[src/rtl/rv_isa_pkg.sv]
`default_nettype none
// ============================================================================
// Module      : rv_isa_pkg
// Description : Shared RV32I encoding constants and the output-buffer entry
//               type used by the instruction field encoder.
// Contents    : OP_* major opcodes, NOP_INSTR canonical no-op word,
//               ADDR_W buffer address field width, entry_t buffer entry.
// Revision    : 1.0 - initial release
// ============================================================================
package rv_isa_pkg;

    localparam logic [6:0] OP_LOAD   = 7'b0000011;
    localparam logic [6:0] OP_STORE  = 7'b0100011;
    localparam logic [6:0] OP_BRANCH = 7'b1100011;
    localparam logic [6:0] OP_IMM    = 7'b0010011;
    localparam logic [6:0] OP_JALR   = 7'b1100111;
    localparam logic [6:0] OP_JAL    = 7'b1101111;

    // addi x0, x0, 0 -- substituted for any entry that cannot be encoded
    localparam logic [31:0] NOP_INSTR = 32'h0000_0013;

    // Address field width carried in a buffer entry; the encoder's AddrW
    // parameter is expected not to exceed this.
    localparam int ADDR_W = 32;

    typedef struct packed {
        logic [31:0]       instr;
        logic [ADDR_W-1:0] addr;
        logic              err;
    } entry_t;

endpackage : rv_isa_pkg
`default_nettype wire

[src/rtl/imm_scatter.sv]
`default_nettype none
// ============================================================================
// Module      : imm_scatter
// Description : Combinational RV32I field packer. Scatters a signed
//               immediate into the format-specific bit positions and flags
//               out-of-range immediates or unsupported opcodes.
// Ports       : opcode/rd/rs1/rs2/funct3/imm in -> instr (32b), err out.
//               On err, instr is the canonical NOP.
// Revision    : 1.0 - initial release
// ============================================================================
module imm_scatter
    import rv_isa_pkg::*;
#(
    parameter int Width = 32
) (
    input  logic [6:0]       opcode,
    input  logic [4:0]       rd,
    input  logic [4:0]       rs1,
    input  logic [4:0]       rs2,
    input  logic [2:0]       funct3,
    input  logic [Width-1:0] imm,
    output logic [31:0]      instr,
    output logic             err
);

    // Sign-extension bits above the encodable field must all match the
    // field's own sign bit, so they are checked together with it.
    logic [Width-12:0] w_ext12;
    logic [Width-20:0] w_ext20;
    logic              w_fit12;
    logic              w_fit20;
    logic [31:0]       w_raw;
    logic              w_bad;

    assign w_ext12 = imm[Width-1:11];
    assign w_ext20 = imm[Width-1:19];
    assign w_fit12 = (&w_ext12) | ~(|w_ext12);
    assign w_fit20 = (&w_ext20) | ~(|w_ext20);

    always_comb begin
        w_raw = 32'h0;
        w_bad = 1'b1;
        case (opcode)
            OP_LOAD, OP_IMM, OP_JALR: begin
                w_raw = {imm[11:0], rs1, funct3, rd, opcode};
                w_bad = ~w_fit12;
            end
            OP_STORE: begin
                w_raw = {imm[11:5], rs2, rs1, funct3, imm[4:0], opcode};
                w_bad = ~w_fit12;
            end
            OP_BRANCH: begin
                // imm holds a halfword offset: imm[11:0] is byte offset [12:1]
                w_raw = {imm[11], imm[9:4], rs2, rs1, funct3,
                         imm[3:0], imm[10], opcode};
                w_bad = ~w_fit12;
            end
            OP_JAL: begin
                // imm holds a halfword offset: imm[19:0] is byte offset [20:1]
                w_raw = {imm[19], imm[9:0], imm[10], imm[18:11], rd, opcode};
                w_bad = ~w_fit20;
            end
            default: begin
                w_raw = 32'h0;
                w_bad = 1'b1;
            end
        endcase
    end

    assign instr = w_bad ? NOP_INSTR : w_raw;
    assign err   = w_bad;

endmodule : imm_scatter
`default_nettype wire

[src/rtl/instr_field_encoder.sv]
`default_nettype none
// ============================================================================
// Module      : instr_field_encoder
// Description : Streaming RV32I instruction encoder. Accepted requests are
//               encoded combinationally, tagged with a running byte address
//               and held in a 2-entry in-order output buffer.
// Ports       : in_*        request fields, valid/ready handshake
//               addr_load / load_addr   reload of the address counter
//               out_*       buffer head (instr, addr, err), valid/ready
//               err_sticky / err_clr    accumulated error flag and clear
// Revision    : 1.0 - initial release
// ============================================================================
module instr_field_encoder
    import rv_isa_pkg::*;
#(
    parameter int Width = 32,
    parameter int AddrW = ADDR_W
) (
    input  logic             clk,
    input  logic             rst_n,
    input  logic             in_valid,
    output logic             in_ready,
    input  logic [6:0]       in_opcode,
    input  logic [4:0]       in_rd,
    input  logic [4:0]       in_rs1,
    input  logic [4:0]       in_rs2,
    input  logic [2:0]       in_funct3,
    input  logic [Width-1:0] in_imm,
    input  logic             addr_load,
    input  logic [AddrW-1:0] load_addr,
    output logic             out_valid,
    input  logic             out_ready,
    output logic [31:0]      out_instr,
    output logic [AddrW-1:0] out_addr,
    output logic             out_err,
    output logic             err_sticky,
    input  logic             err_clr
);

    entry_t             slot0_q, slot0_d;   // head of buffer
    entry_t             slot1_q, slot1_d;   // second entry
    logic [1:0]         count_q, count_d;
    logic [AddrW-1:0]   counter_q, counter_d;
    logic               err_sticky_q, err_sticky_d;

    logic [31:0]        w_enc_instr;
    logic               w_enc_err;
    logic               w_push;
    logic               w_pop;
    logic [AddrW-1:0]   w_tag;
    entry_t             w_new;

    imm_scatter #(
        .Width (Width)
    ) u_imm_scatter (
        .opcode (in_opcode),
        .rd     (in_rd),
        .rs1    (in_rs1),
        .rs2    (in_rs2),
        .funct3 (in_funct3),
        .imm    (in_imm),
        .instr  (w_enc_instr),
        .err    (w_enc_err)
    );

    // Ready depends only on registered occupancy, so there is no
    // combinational path from out_ready to in_ready.
    assign in_ready = (count_q != 2'd2);
    assign w_push   = in_valid & in_ready;
    assign w_pop    = out_valid & out_ready;

    // A load in the push cycle tags that very entry with load_addr.
    assign w_tag = addr_load ? load_addr : counter_q;

    always_comb begin
        w_new.instr = w_enc_instr;
        w_new.addr  = ADDR_W'(w_tag);
        w_new.err   = w_enc_err;

        slot0_d = slot0_q;
        slot1_d = slot1_q;
        count_d = count_q;

        case ({w_push, w_pop})
            2'b10: begin
                if (count_q == 2'd0) begin
                    slot0_d = w_new;
                end else begin
                    slot1_d = w_new;
                end
                count_d = count_q + 2'd1;
            end
            2'b01: begin
                slot0_d = slot1_q;
                count_d = count_q - 2'd1;
            end
            2'b11: begin
                // Push is only possible at count 0/1 and pop needs count>=1,
                // so this is count==1: the new entry replaces the departing head.
                slot0_d = w_new;
            end
            default: ;
        endcase

        counter_d = counter_q;
        if (w_push) begin
            counter_d = w_tag + AddrW'(4);
        end else if (addr_load) begin
            counter_d = load_addr;
        end

        // A new error outranks a simultaneous clear.
        err_sticky_d = err_sticky_q;
        if (w_push && w_enc_err) begin
            err_sticky_d = 1'b1;
        end else if (err_clr) begin
            err_sticky_d = 1'b0;
        end
    end

    always_ff @(posedge clk or negedge rst_n) begin
        if (!rst_n) begin
            slot0_q      <= '0;
            slot1_q      <= '0;
            count_q      <= 2'd0;
            counter_q    <= '0;
            err_sticky_q <= 1'b0;
        end else begin
            slot0_q      <= slot0_d;
            slot1_q      <= slot1_d;
            count_q      <= count_d;
            counter_q    <= counter_d;
            err_sticky_q <= err_sticky_d;
        end
    end

    assign out_valid  = (count_q != 2'd0);
    assign out_instr  = slot0_q.instr;
    assign out_addr   = AddrW'(slot0_q.addr);
    assign out_err    = slot0_q.err;
    assign err_sticky = err_sticky_q;

endmodule : instr_field_encoder
`default_nettype wire
[config.mk]
export PLATFORM = sky130hd
export DESIGN_NAME = instr_field_encoder
export DESIGN_NICKNAME = d
export VERILOG_FILES = /design/src/rtl/rv_isa_pkg.sv /design/src/rtl/imm_scatter.sv /design/src/rtl/instr_field_encoder.sv
export SDC_FILE = /design/constraint.sdc
export NUM_CORES = 1
export LEC_CHECK = 0
export ABC_AREA = 0
export BUFFER_PORTS_ARGS = -buffer_cell sky130_fd_sc_hd__buf_2
export CAP_MARGIN = 20
export CORE_AREA = 5 5 169 204
export DETAILED_ROUTE_END_ITERATION = 7
export DIE_AREA = 0 0 174 209
export HOLD_SLACK_MARGIN = 0.02
export PLACE_DENSITY = 0.41
export SYNTH_ARGS = -nofsm -noshare
export SYNTH_HDL_FRONTEND = slang
export SYNTH_SLANG_ARGS = --single-unit
[constraint.sdc]
create_clock -name clk -period 3.05 [get_ports clk]
set_clock_uncertainty 0.05 [all_clocks]
set_input_delay 0.305 -clock clk [delete_from_list [all_inputs] [get_ports clk]]
set_output_delay 0.305 -clock clk [all_outputs]
set_load 0.05 [all_outputs]
==> results of run 1 <==
-- worst min path at each step --
stage | from | end | slack (ns)
2_1_floorplan | rst_n | count_q[0] | -0.04
3_3_place_gp | rst_n | out_addr[7] | 0.23
3_5_place_dp | rst_n | out_addr[7] | 0.22
4_1_cts | err_clr | err_sticky | 0.09
5_1_grt | load_addr[0] | counter_q[0] | 0.12
6_report | err_clr | err_sticky | 0.12
-- state kept, by name, summed over array words and instances (netlist names) --
| signal | flops |
|---|---|
| count_q | 2 |
| counter_q | 32 |
| err_sticky | 1 |
| out_addr | 32 |
| out_err | 1 |
| out_instr | 32 |
| slot1_q | 65 |
-- worst register-to-register path, stage by stage, from the launching register on --
cell                      delay (ns)
sky130_fd_sc_hd__dfrtp_1        0.42
sky130_fd_sc_hd__nor2_1         0.12
sky130_fd_sc_hd__buf_4          0.16
sky130_fd_sc_hd__inv_1          0.07
sky130_fd_sc_hd__nand2_1        0.09
sky130_fd_sc_hd__inv_1          0.09
sky130_fd_sc_hd__ha_1           0.23
sky130_fd_sc_hd__inv_2          0.36
sky130_fd_sc_hd__nand2_1        0.10
sky130_fd_sc_hd__buf_4          0.29
sky130_fd_sc_hd__o31a_1         0.33
-- layer usage --
metal  part of all wire, %  up-vias  GRT usage, %
met3                   4.7       15          3.51
met4                   1.1        0          3.22
met1                    46     3093          17.4
li1                      -     3187             -
met2                    48      149          22.6
met5                     0        -             0
-- cells by family after synthesis --
group / share of synthesized area, %
AOI/OAI and AO/OA: 18.3
muxes: 6.04
buffers and inverters: 3.61
xor gates and xnor gates: 3.53
and+or+nand+nor: 15.9
DFF: 52.1
adders and majority gates: 0.473
-- Yosys cell counts, types with 2 or more instances --
cell and number:
sky130_fd_sc_hd__a211oi_1 2, sky130_fd_sc_hd__a21o_1 3, sky130_fd_sc_hd__a21oi_1 95, sky130_fd_sc_hd__a222oi_1 5, sky130_fd_sc_hd__a22oi_1 21, sky130_fd_sc_hd__a31oi_1 3
sky130_fd_sc_hd__and2_1 2, sky130_fd_sc_hd__and3_1 29, sky130_fd_sc_hd__buf_1 2, sky130_fd_sc_hd__buf_2 10, sky130_fd_sc_hd__buf_6 3, sky130_fd_sc_hd__clkbuf_1 39
sky130_fd_sc_hd__dfrtp_1 165, sky130_fd_sc_hd__ha_1 3, sky130_fd_sc_hd__inv_1 11, sky130_fd_sc_hd__mux2_2 15, sky130_fd_sc_hd__mux2i_1 31, sky130_fd_sc_hd__nand2_1 90
sky130_fd_sc_hd__nand3_1 7, sky130_fd_sc_hd__nand3_2 3, sky130_fd_sc_hd__nand3b_1 3, sky130_fd_sc_hd__nand4_1 11, sky130_fd_sc_hd__nand4b_1 2, sky130_fd_sc_hd__nor2_1 81
sky130_fd_sc_hd__nor2b_1 3, sky130_fd_sc_hd__nor3_1 9, sky130_fd_sc_hd__nor4_1 8, sky130_fd_sc_hd__nor4_2 2, sky130_fd_sc_hd__o21ai_0 25, sky130_fd_sc_hd__o31a_1 2
sky130_fd_sc_hd__o31ai_1 56, sky130_fd_sc_hd__or2_2 3, sky130_fd_sc_hd__or3_1 3, sky130_fd_sc_hd__xnor2_1 22, sky130_fd_sc_hd__xor2_1 10
-- through the flow --
step	hold WS, ns	util (%)
floorplan	-0.0406	-
global placement	0.226	28.7
detailed placement	0.218	28.7
CTS	0.0919	30.5
global route	0.118	30.5
finish	0.116	30.5
-- repair_timing --
item | in CTS | in global routing
gates resized for setup | 0 | 0
endpoints found under the hold margin | 41 | 0
buffers inserted | 0 | 0
hold buffers | 1 | 0
setup endpoints to repair | 0 | 0
-- power by group through the flow --
stage	Clock, W	Combinational [W]	Sequential (W)
final	0.00212	0.00305	0.00297
after global routing	0.00229	0.00336	0.00304
after CTS	0.00221	0.00313	0.00298
after detailed placement	0	0.00312	0.00302
after global placement	0	0.00311	0.00301
after floorplan	0	0.00135	0.00376
-- cell type report --
type | instances | share of cell area, %
Clock inverter | 14 | 1.33
Clock buffer | 18 | 4.33
Sequential cell | 165 | 41.7
Multi-Input combinational cell | 568 | 35.9
Inverter | 13 | 0.493
Timing Repair Buffer | 189 | 11.1
Tap cell | 412 | 5.20
==> flow_summary.ini, run 1 <==
[synthesis]
synthCells = 800
synth_top_area_share_pct = 52.1
cells_taking_the_most_area_after_synthesis = sky130_fd_sc_hd__dfrtp_1 52%, sky130_fd_sc_hd__a21oi_1 6.0%, sky130_fd_sc_hd__o31ai_1 5.3%
synth.avg_cell_area_um2 = 9.91
yosys_register_bits = 165
yosys_warnings = 0
synth_edf_count = 0
mappedNetlistArea_mm2 = 0.00793
synth.lib_cells_used.distinct = 56
synth-main-ff-cell = sky130_fd_sc_hd__dfrtp_1
synth_area_leader_cell = sky130_fd_sc_hd__dfrtp_1
synth_async_sr_flop_share_pct = 100
synth-seq-area-share_pct = 52.1
syn_nets = 898

[layout]
instances_no_fill = 1379
filler_cell_count = 3485
syn_to_final_growth_pct = 24.9
antenna_cells_inserted = 0
finalNetCount = 1052
mostFrequentLayoutCell = sky130_fd_sc_hd__dfrtp_1
area_of_the_multi_input_gates_mm2 = 0.00355
ff_latch_area_mm2 = 0.00413
post_route_cells_drive_above_1_share_pct = 26.4
post-route-cell-area_mm2 = 0.00990
commonest_non_fill_non_tap_cells_in_the_layout = 165 x sky130_fd_sc_hd__dfrtp_1, 161 x sky130_fd_sc_hd__buf_2, 94 x sky130_fd_sc_hd__a21oi_1

[critical_path]
cp_data_arrival_time_ns = 2.69
register_to_register_setup_slack_ns = 0.63
timing.critical_path.from = count_q[0]
critical_path.max_fanout = 30
criticalPathCategory = register to register
timing.critical_path.buf_inv = 5
critical_path_end_type = register
timing.critical_path.to = out_instr[4]
cp_cell_sequence = nor2_1, buf_4, inv_1, nand2_1, inv_1, ha_1, inv_2, nand2_1, buf_4, o31a_1
worstPathRequired_ns = 3.32
timing.rr.start = count_q[0]
r2r-end = out_instr[4]
cp_num_cells = 10
top_family_by_delay_on_critical_path = buffers and inverters
slowest_delay_ns = 0.42
critPathLaunchType = register
timing.critical_path.slowest_stage_cell = sky130_fd_sc_hd__dfrtp_1
reg2reg_depth = 10

[pwr]
internal_power_w = 0.00461
power_frac_clock_pct = 26.1
sw_frac_of_total_pct = 43.3
total_power_w = 0.00813
power_switching_w = 0.00352
p_leak_nw = 4.40
power-per-cell-area_mw_per_mm2 = 821
power_frac_comb_pct = 37.5
irDropWorstVdd_uv = 315
part_of_the_power_in_registers_pct = 36.5

[timing]
worst_slew_margin_relative_to_its_limit_pct = 57.2
max_freq_ghz = 0.413
timing.final.crit_period_ns = 2.42
fin_ws_ns = 0.629
slew_violations = 0
final.period_utilization_pct = 79.4
rsz0062_at_grt = no
worst_pin_slew_ns = 0.642
finalSetupViolations = 0
final_hold_viol_count = 0
fin_tns_setup_ns = 0

[detailed_routing]
drcViolationCount = 0
routedWlPerCell_um = 17.6
viasPerCell = 4.67
detail_route.first_pass.iterations = 4
antenna_violation_net_count_after_detailed_routing = 0
initialDrtViolationCount = 289
wl_um = 24300
via_count = 6444

[global_route]
grt.overflow.total = 0
grt_start_max_net_pins = 79
via_count_of_the_first_global_routing_pass = 6683
antenna_found_initial = 0
grt_first_pass_wirelength_um = 38700
grt.total_usage_pct = 13.4

[hold_path]
hold_path_class = input port to register
timing.hold.worst_path_depth = 3

[placement]
gp_congestion = 0.750
portBuffers = 162
dp_cells = 1346
detailed_place_hpwl_um = 17000
place_worst_setup_slack_ns = 0.532
place_area_mm2 = 0.00933

[floorplanning]
fp.dieArea_mm2 = 0.0364
placement_rows = 73
initial_core_util_pct = 24.4
design.core.area_mm2 = 0.0325
die_y_um = 209
die_w_um = 174
top_level_ports = 163

[cts]
numCtsBuffers = 17
clock_tree.htree_level_count = 4
clock_tree.root_cell = sky130_fd_sc_hd__clkbuf_16
tritoncts = done
bufs_on_longest_clock_path = 2
insertion_delay_ns = 0.44
worst_path_clk_slew_ns = 0.07
clkSinkCount = 165

[job]
maxCapViolCount = 0

[outcome]
status = complete, no violations
Note: power is estimated with default switching activity, not from simulation.
==> run 2: changes to the inputs <==
==> constraint.sdc (replaced) <==
create_clock -name clk -period 2.3 [get_ports clk]
set_clock_uncertainty 0.05 [all_clocks]
set_input_delay 0.23 -clock clk [delete_from_list [all_inputs] [get_ports clk]]
set_output_delay 0.23 -clock clk [all_outputs]
set_load 0.05 [all_outputs]
==> run 2 against run 1 <==
Net effect: first-iteration DRC count up 10%; final area up 3.2%; final cell count up 1.8%; critical path depth down 1; core utilization up 0.97 points; non-clock buffer count up 25; maximum frequency up 16%; count of clock-buffer cells in the layout down 1; via count up 2.1%; die area unchanged; largest power group unchanged.
==> flow_summary.ini, run 2 (synthesis results as in run 1) <==
[cts]
bufs_on_longest_clock_path = 2
clkSinkCount = 165
cts_post_setup_buffers_inserted = 0
clock_tree.htree_level_count = 4
insertion_delay_ns = 0.44
post_cts_resize_count = 0
tritoncts = done
worst_path_clk_slew_ns = 0.07
ctsHoldBuffers = 2
numCtsBuffers = 17
clock_tree.root_cell = sky130_fd_sc_hd__clkbuf_16

[job]
maxCapViolCount = 0

[global_route]
grt_start_max_net_pins = 60
grt.overflow.total = 0
grt.total_usage_pct = 13.5
grt_first_pass_wirelength_um = 39200
via_count_of_the_first_global_routing_pass = 6868
antenna_found_initial = 0

[detailed_routing]
routedWlPerCell_um = 17.4
detail_route.first_pass.iterations = 7
initialDrtViolationCount = 319
wl_um = 24400
via_count = 6577
antenna_violation_net_count_after_detailed_routing = 0
drcViolationCount = 0
viasPerCell = 4.68

[layout]
largest_register_ff_count = 65
post_route_cells_drive_above_1_share_pct = 28.4
finalNetCount = 1077
mostFrequentLayoutCell = sky130_fd_sc_hd__dfrtp_1
filler_cell_count = 3441
registers.top_by_ff_count = slot1_q
ff_latch_area_mm2 = 0.00413
area_of_the_multi_input_gates_mm2 = 0.00356
post-route-cell-area_mm2 = 0.0102
instances_no_fill = 1404
syn_to_final_growth_pct = 28.9
commonest_non_fill_non_tap_cells_in_the_layout = 165 x sky130_fd_sc_hd__dfrtp_1, 161 x sky130_fd_sc_hd__buf_2, 94 x sky130_fd_sc_hd__a21oi_1
antenna_cells_inserted = 0

[placement]
detailed_place_hpwl_um = 17800
place_worst_setup_slack_ns = 0.0848
gp_congestion = 0.762
dp_cells = 1370
portBuffers = 162
place_area_mm2 = 0.00957

[hold_path]
timing.hold.worst_path_depth = 2
min_to = counter_q[1]
holdCritStartpoint = load_addr[1]
hold_path_class = input port to register

[timing]
fin_ws_ns = 0.207
worst_pin_slew_ns = 0.584
rsz0062_at_grt = no
slew_violations = 0
finalSetupViolations = 0
final_hold_viol_count = 0
timing.final.crit_period_ns = 2.09
worst_slew_margin_relative_to_its_limit_pct = 61.0
fin_tns_setup_ns = 0
max_freq_ghz = 0.478
final.period_utilization_pct = 91.0

[outcome]
status = complete, no violations

[critical_path]
worstPathRequired_ns = 2.56
r2r-end = out_addr[0]
cp_data_arrival_time_ns = 2.36
reg2reg_depth = 9
timing.rr.start = count_q[1]
critical_path_end_type = register
critical_path.max_fanout = 45
register_to_register_setup_slack_ns = 0.21
critPathLaunchType = register
criticalPathCategory = register to register

[floorplanning]
die_y_um = 209
design.core.area_mm2 = 0.0325
placement_rows = 73
initial_core_util_pct = 24.4
die_w_um = 174
top_level_ports = 163
fp.dieArea_mm2 = 0.0364

[pwr]
p_leak_nw = 4.59
power-per-cell-area_mw_per_mm2 = 1100
irDropWorstVdd_uv = 390
[run 2: how the worst max path moves through the flow]
stage	startpoint	cells after the start	end	slack [ns]
6_report	count_q[1]	9	out_addr[0]	0.21
5_1_grt	count_q[1]	10	out_addr[31]	0.02
4_1_cts	count_q[1]	9	out_addr[0]	0.18
3_5_place_dp	addr_load	7	counter_q[29]	0.08
3_3_place_gp	addr_load	7	counter_q[29]	0.08
2_1_floorplan	count_q[1]	11	out_addr[2]	0.03
[run 2: power breakdown]
group          internal, W  switching (W)
Clock              0.00168        0.00141
Sequential         0.00359       0.000349
Combinational      0.00125        0.00298
[run 2: routing by layer]
metal	up-vias	routed length [µm]	global-route usage, %
met2	170	12000	22.8
li1	3247	-	-
met1	3144	10900	17.5
met4	0	217	3.03
met5	-	0	0
met3	16	1330	3.58
[run 2: cell type report]
type / count / share of cell area [%]
Clock inverter: 15 / 1.98
Clock buffer: 17 / 4.16
Sequential cell: 165 / 40.4
Multi-Input combinational cell: 568 / 34.8
Tap cell: 412 / 5.04
Inverter: 13 / 0.477
Timing Repair Buffer: 214 / 13.1
[run 2: per-stage QoR]
step | hold slack, ns | power, W | utilization, %
3_3_place_gp | 0.162 | 0.00830 | 29.4
6_report | 0.0390 | 0.0113 | 31.4
2_1_floorplan | -0.116 | 0.00679 | -
5_1_grt | 0.0456 | 0.0120 | 31.4
4_1_cts | 0.0220 | 0.0115 | 31.4
3_5_place_dp | 0.158 | 0.00833 | 29.4
[run 2: worst max-delay path: stages, from the launching register on]
cell                      delay, ns
sky130_fd_sc_hd__dfrtp_1       0.44
sky130_fd_sc_hd__nor2_1        0.18
sky130_fd_sc_hd__inv_2         0.08
sky130_fd_sc_hd__nand2_1       0.12
sky130_fd_sc_hd__inv_1         0.11
sky130_fd_sc_hd__ha_1          0.23
sky130_fd_sc_hd__inv_2         0.12
sky130_fd_sc_hd__buf_12        0.21
sky130_fd_sc_hd__mux2i_1       0.32
sky130_fd_sc_hd__a21oi_1       0.11
==> run 3: changes to the inputs <==
--- a/config.mk
+++ b/config.mk
@@ -8,9 +8,9 @@
 export ABC_AREA = 0
 export BUFFER_PORTS_ARGS = -buffer_cell sky130_fd_sc_hd__buf_2
 export CAP_MARGIN = 20
-export CORE_AREA = 5 5 169 204
+export CORE_AREA = 5 5 185 187
 export DETAILED_ROUTE_END_ITERATION = 7
-export DIE_AREA = 0 0 174 209
+export DIE_AREA = 0 0 190 192
 export HOLD_SLACK_MARGIN = 0.02
 export PLACE_DENSITY = 0.41
 export SYNTH_ARGS = -nofsm -noshare
==> run 3 against run 2 <==
Net effect: final area rose by 0.11%; critical path type unchanged; first-iteration DRC count increased by 22%; combinational power about the same; largest power group unchanged; sequential power about the same; flip-flop and latch count unchanged; register-to-register slack lost 0.02 ns; power shrank 0.68%; final cell count rose by 1.9%; highest routed layer unchanged.
==> flow_summary.ini, run 3 (synthesis results as in run 1) <==
[outcome]
status = complete, no violations

[cts]
worst_path_clk_slew_ns = 0.07
insertion_delay_ns = 0.44
clock_tree.htree_level_count = 4
numCtsBuffers = 17
cts_post_setup_buffers_inserted = 0
tritoncts = done
bufs_on_longest_clock_path = 2
clkSinkCount = 165
clock_tree.root_cell = sky130_fd_sc_hd__clkbuf_16

[layout]
instances_no_fill = 1430
antenna_cells_inserted = 0
mostFrequentLayoutCell = sky130_fd_sc_hd__dfrtp_1
finalNetCount = 1074
commonest_non_fill_non_tap_cells_in_the_layout = 165 x sky130_fd_sc_hd__dfrtp_1, 161 x sky130_fd_sc_hd__buf_2, 94 x sky130_fd_sc_hd__a21oi_1
post-route-cell-area_mm2 = 0.0102
post_route_cells_drive_above_1_share_pct = 28.0
registers.top_by_ff_count = slot1_q
syn_to_final_growth_pct = 29.0
fin_util_pct = 31.7
largest_register_ff_count = 65

[detailed_routing]
detail_route.first_pass.iterations = 5
detailroute.wirelength.met3_um = 1520
maxUsedRoutingLayer = met4
antenna_violation_net_count_after_detailed_routing = 0
drt-met1-wl_um = 11800
route.met2.wl_um = 11500
via_count = 6481
wl_um = 25000
initialDrtViolationCount = 388
drcViolationCount = 0
viasPerCell = 4.53
routedWlPerCell_um = 17.5

[critical_path]
r2r-end = out_instr[4]
critical_path.max_fanout = 30
critPathLaunchType = register
timing.rr.start = count_q[0]
reg2reg_depth = 9
cp_data_arrival_time_ns = 2.39
register_to_register_setup_slack_ns = 0.19
critical_path_end_type = register
criticalPathCategory = register to register
timing.critical_path.from = count_q[0]
worstPathRequired_ns = 2.58
timing.critical_path.to = out_instr[4]

[timing]
fin_tns_setup_ns = 0
final.period_utilization_pct = 91.9
fin_ws_ns = 0.187
slew_violations = 0
timing.final.crit_period_ns = 2.11
worst_pin_slew_ns = 0.670
max_freq_ghz = 0.473
rsz0062_at_grt = no
final_hold_viol_count = 0
finalSetupViolations = 0
worst_slew_margin_relative_to_its_limit_pct = 55.3

[pwr]
p_leak_nw = 4.56
power-per-cell-area_mw_per_mm2 = 1090
irDropWorstVdd_uv = 626

[global_route]
grt.total_usage_pct = 13.8
grt_start_max_net_pins = 64
via_count_of_the_first_global_routing_pass = 6790
grt.overflow.total = 0
grt_first_pass_wirelength_um = 39000
antenna_found_initial = 0

[job]
maxCapViolCount = 0

[floorplanning]
die_y_um = 192
design.core.area_mm2 = 0.0323
top_level_ports = 163
placement_rows = 66
fp.dieArea_mm2 = 0.0365
die_w_um = 190
initial_core_util_pct = 24.6

[placement]
gp_congestion = 0.788
place_worst_setup_slack_ns = 0.0400
portBuffers = 162
detailed_place_hpwl_um = 17600
dp_cells = 1396
place_area_mm2 = 0.00959

[hold_path]
hold_path_class = input port to register
-- run 3: cell types whose count changed in the layout (fill, tap and decap cells not counted), moves of 2 or more --
cell,previous run,this run
sky130_fd_sc_hd__buf_4,40,35
sky130_fd_sc_hd__clkbuf_8,0,2
sky130_fd_sc_hd__clkinvlp_4,1,4
sky130_fd_sc_hd__clkinv_4,0,2
sky130_fd_sc_hd__inv_8,6,0
sky130_fd_sc_hd__clkinv_8,2,0
sky130_fd_sc_hd__inv_6,4,1
-- run 3: worst min path at each step --
| stage | from | to | slack (ns) | cells past startpoint |
|---|---|---|---|---|
| final | load_addr[0] | counter_q[0] | 0.04 | 2 |
| after global routing | load_addr[0] | counter_q[0] | 0.03 | 2 |
| after CTS | load_addr[0] | counter_q[0] | 0.02 | 2 |
| after detailed placement | rst_n | out_addr[16] | 0.13 | 1 |
| after global placement | rst_n | out_addr[16] | 0.14 | 1 |
| after floorplan | rst_n | count_q[0] | -0.12 | 0 |
-- run 3: metrics by stage --
stage / hold WS, ns / power, W
after floorplan: -0.116 / 0.00679
after global routing: 0.0323 / 0.0119
after CTS: 0.0221 / 0.0114
after detailed placement: 0.133 / 0.00829
final: 0.0397 / 0.0112
after global placement: 0.137 / 0.00826
-- run 3: per-layer routing --
metal / vias up / GRT usage (%)
li1: 3229 / -
met1: 3085 / 18.8
met2: 148 / 21.8
met3: 19 / 4.03
met4: 0 / 2.95
met5: - / 0
-- run 3: final cells by class --
| cell class | instances | area, µm² |
|---|---|---|
| repair buffers | 210 | 1320 |
| inverters | 13 | 51.3 |
| flip-flops and latches | 165 | 4130 |
| multi-input cells | 569 | 3570 |
| fillers | 3396 | 22100 |
| clock buffers | 20 | 457 |
| clock inverters | 11 | 151 |
| well taps | 442 | 553 |
-- run 3: where the power goes --
group / switching [W] / total [W] / leakage [nW] / internal, W
clock: 0.00124 / 0.00301 / 0.285 / 0.00177
combinational: 0.00302 / 0.00424 / 2.27 / 0.00122
sequential: 0.000344 / 0.00394 / 2.00 / 0.00359
-- run 3: timing repair --
action,4_1_cts,5_1_grt
hold buffers,2,0
setup endpoints to repair,0,40
resized for setup,0,2
hold endpoints to repair,39,0
-- run 3: worst max-delay path: stages, from the launching register on --
cell and delay, ns:
sky130_fd_sc_hd__dfrtp_1 0.42, sky130_fd_sc_hd__nor2_1 0.18, sky130_fd_sc_hd__inv_2 0.07, sky130_fd_sc_hd__nand2_1 0.09
sky130_fd_sc_hd__inv_1 0.12, sky130_fd_sc_hd__ha_1 0.27, sky130_fd_sc_hd__inv_4 0.19, sky130_fd_sc_hd__nand2_1 0.12
sky130_fd_sc_hd__buf_12 0.20, sky130_fd_sc_hd__o31a_1 0.28
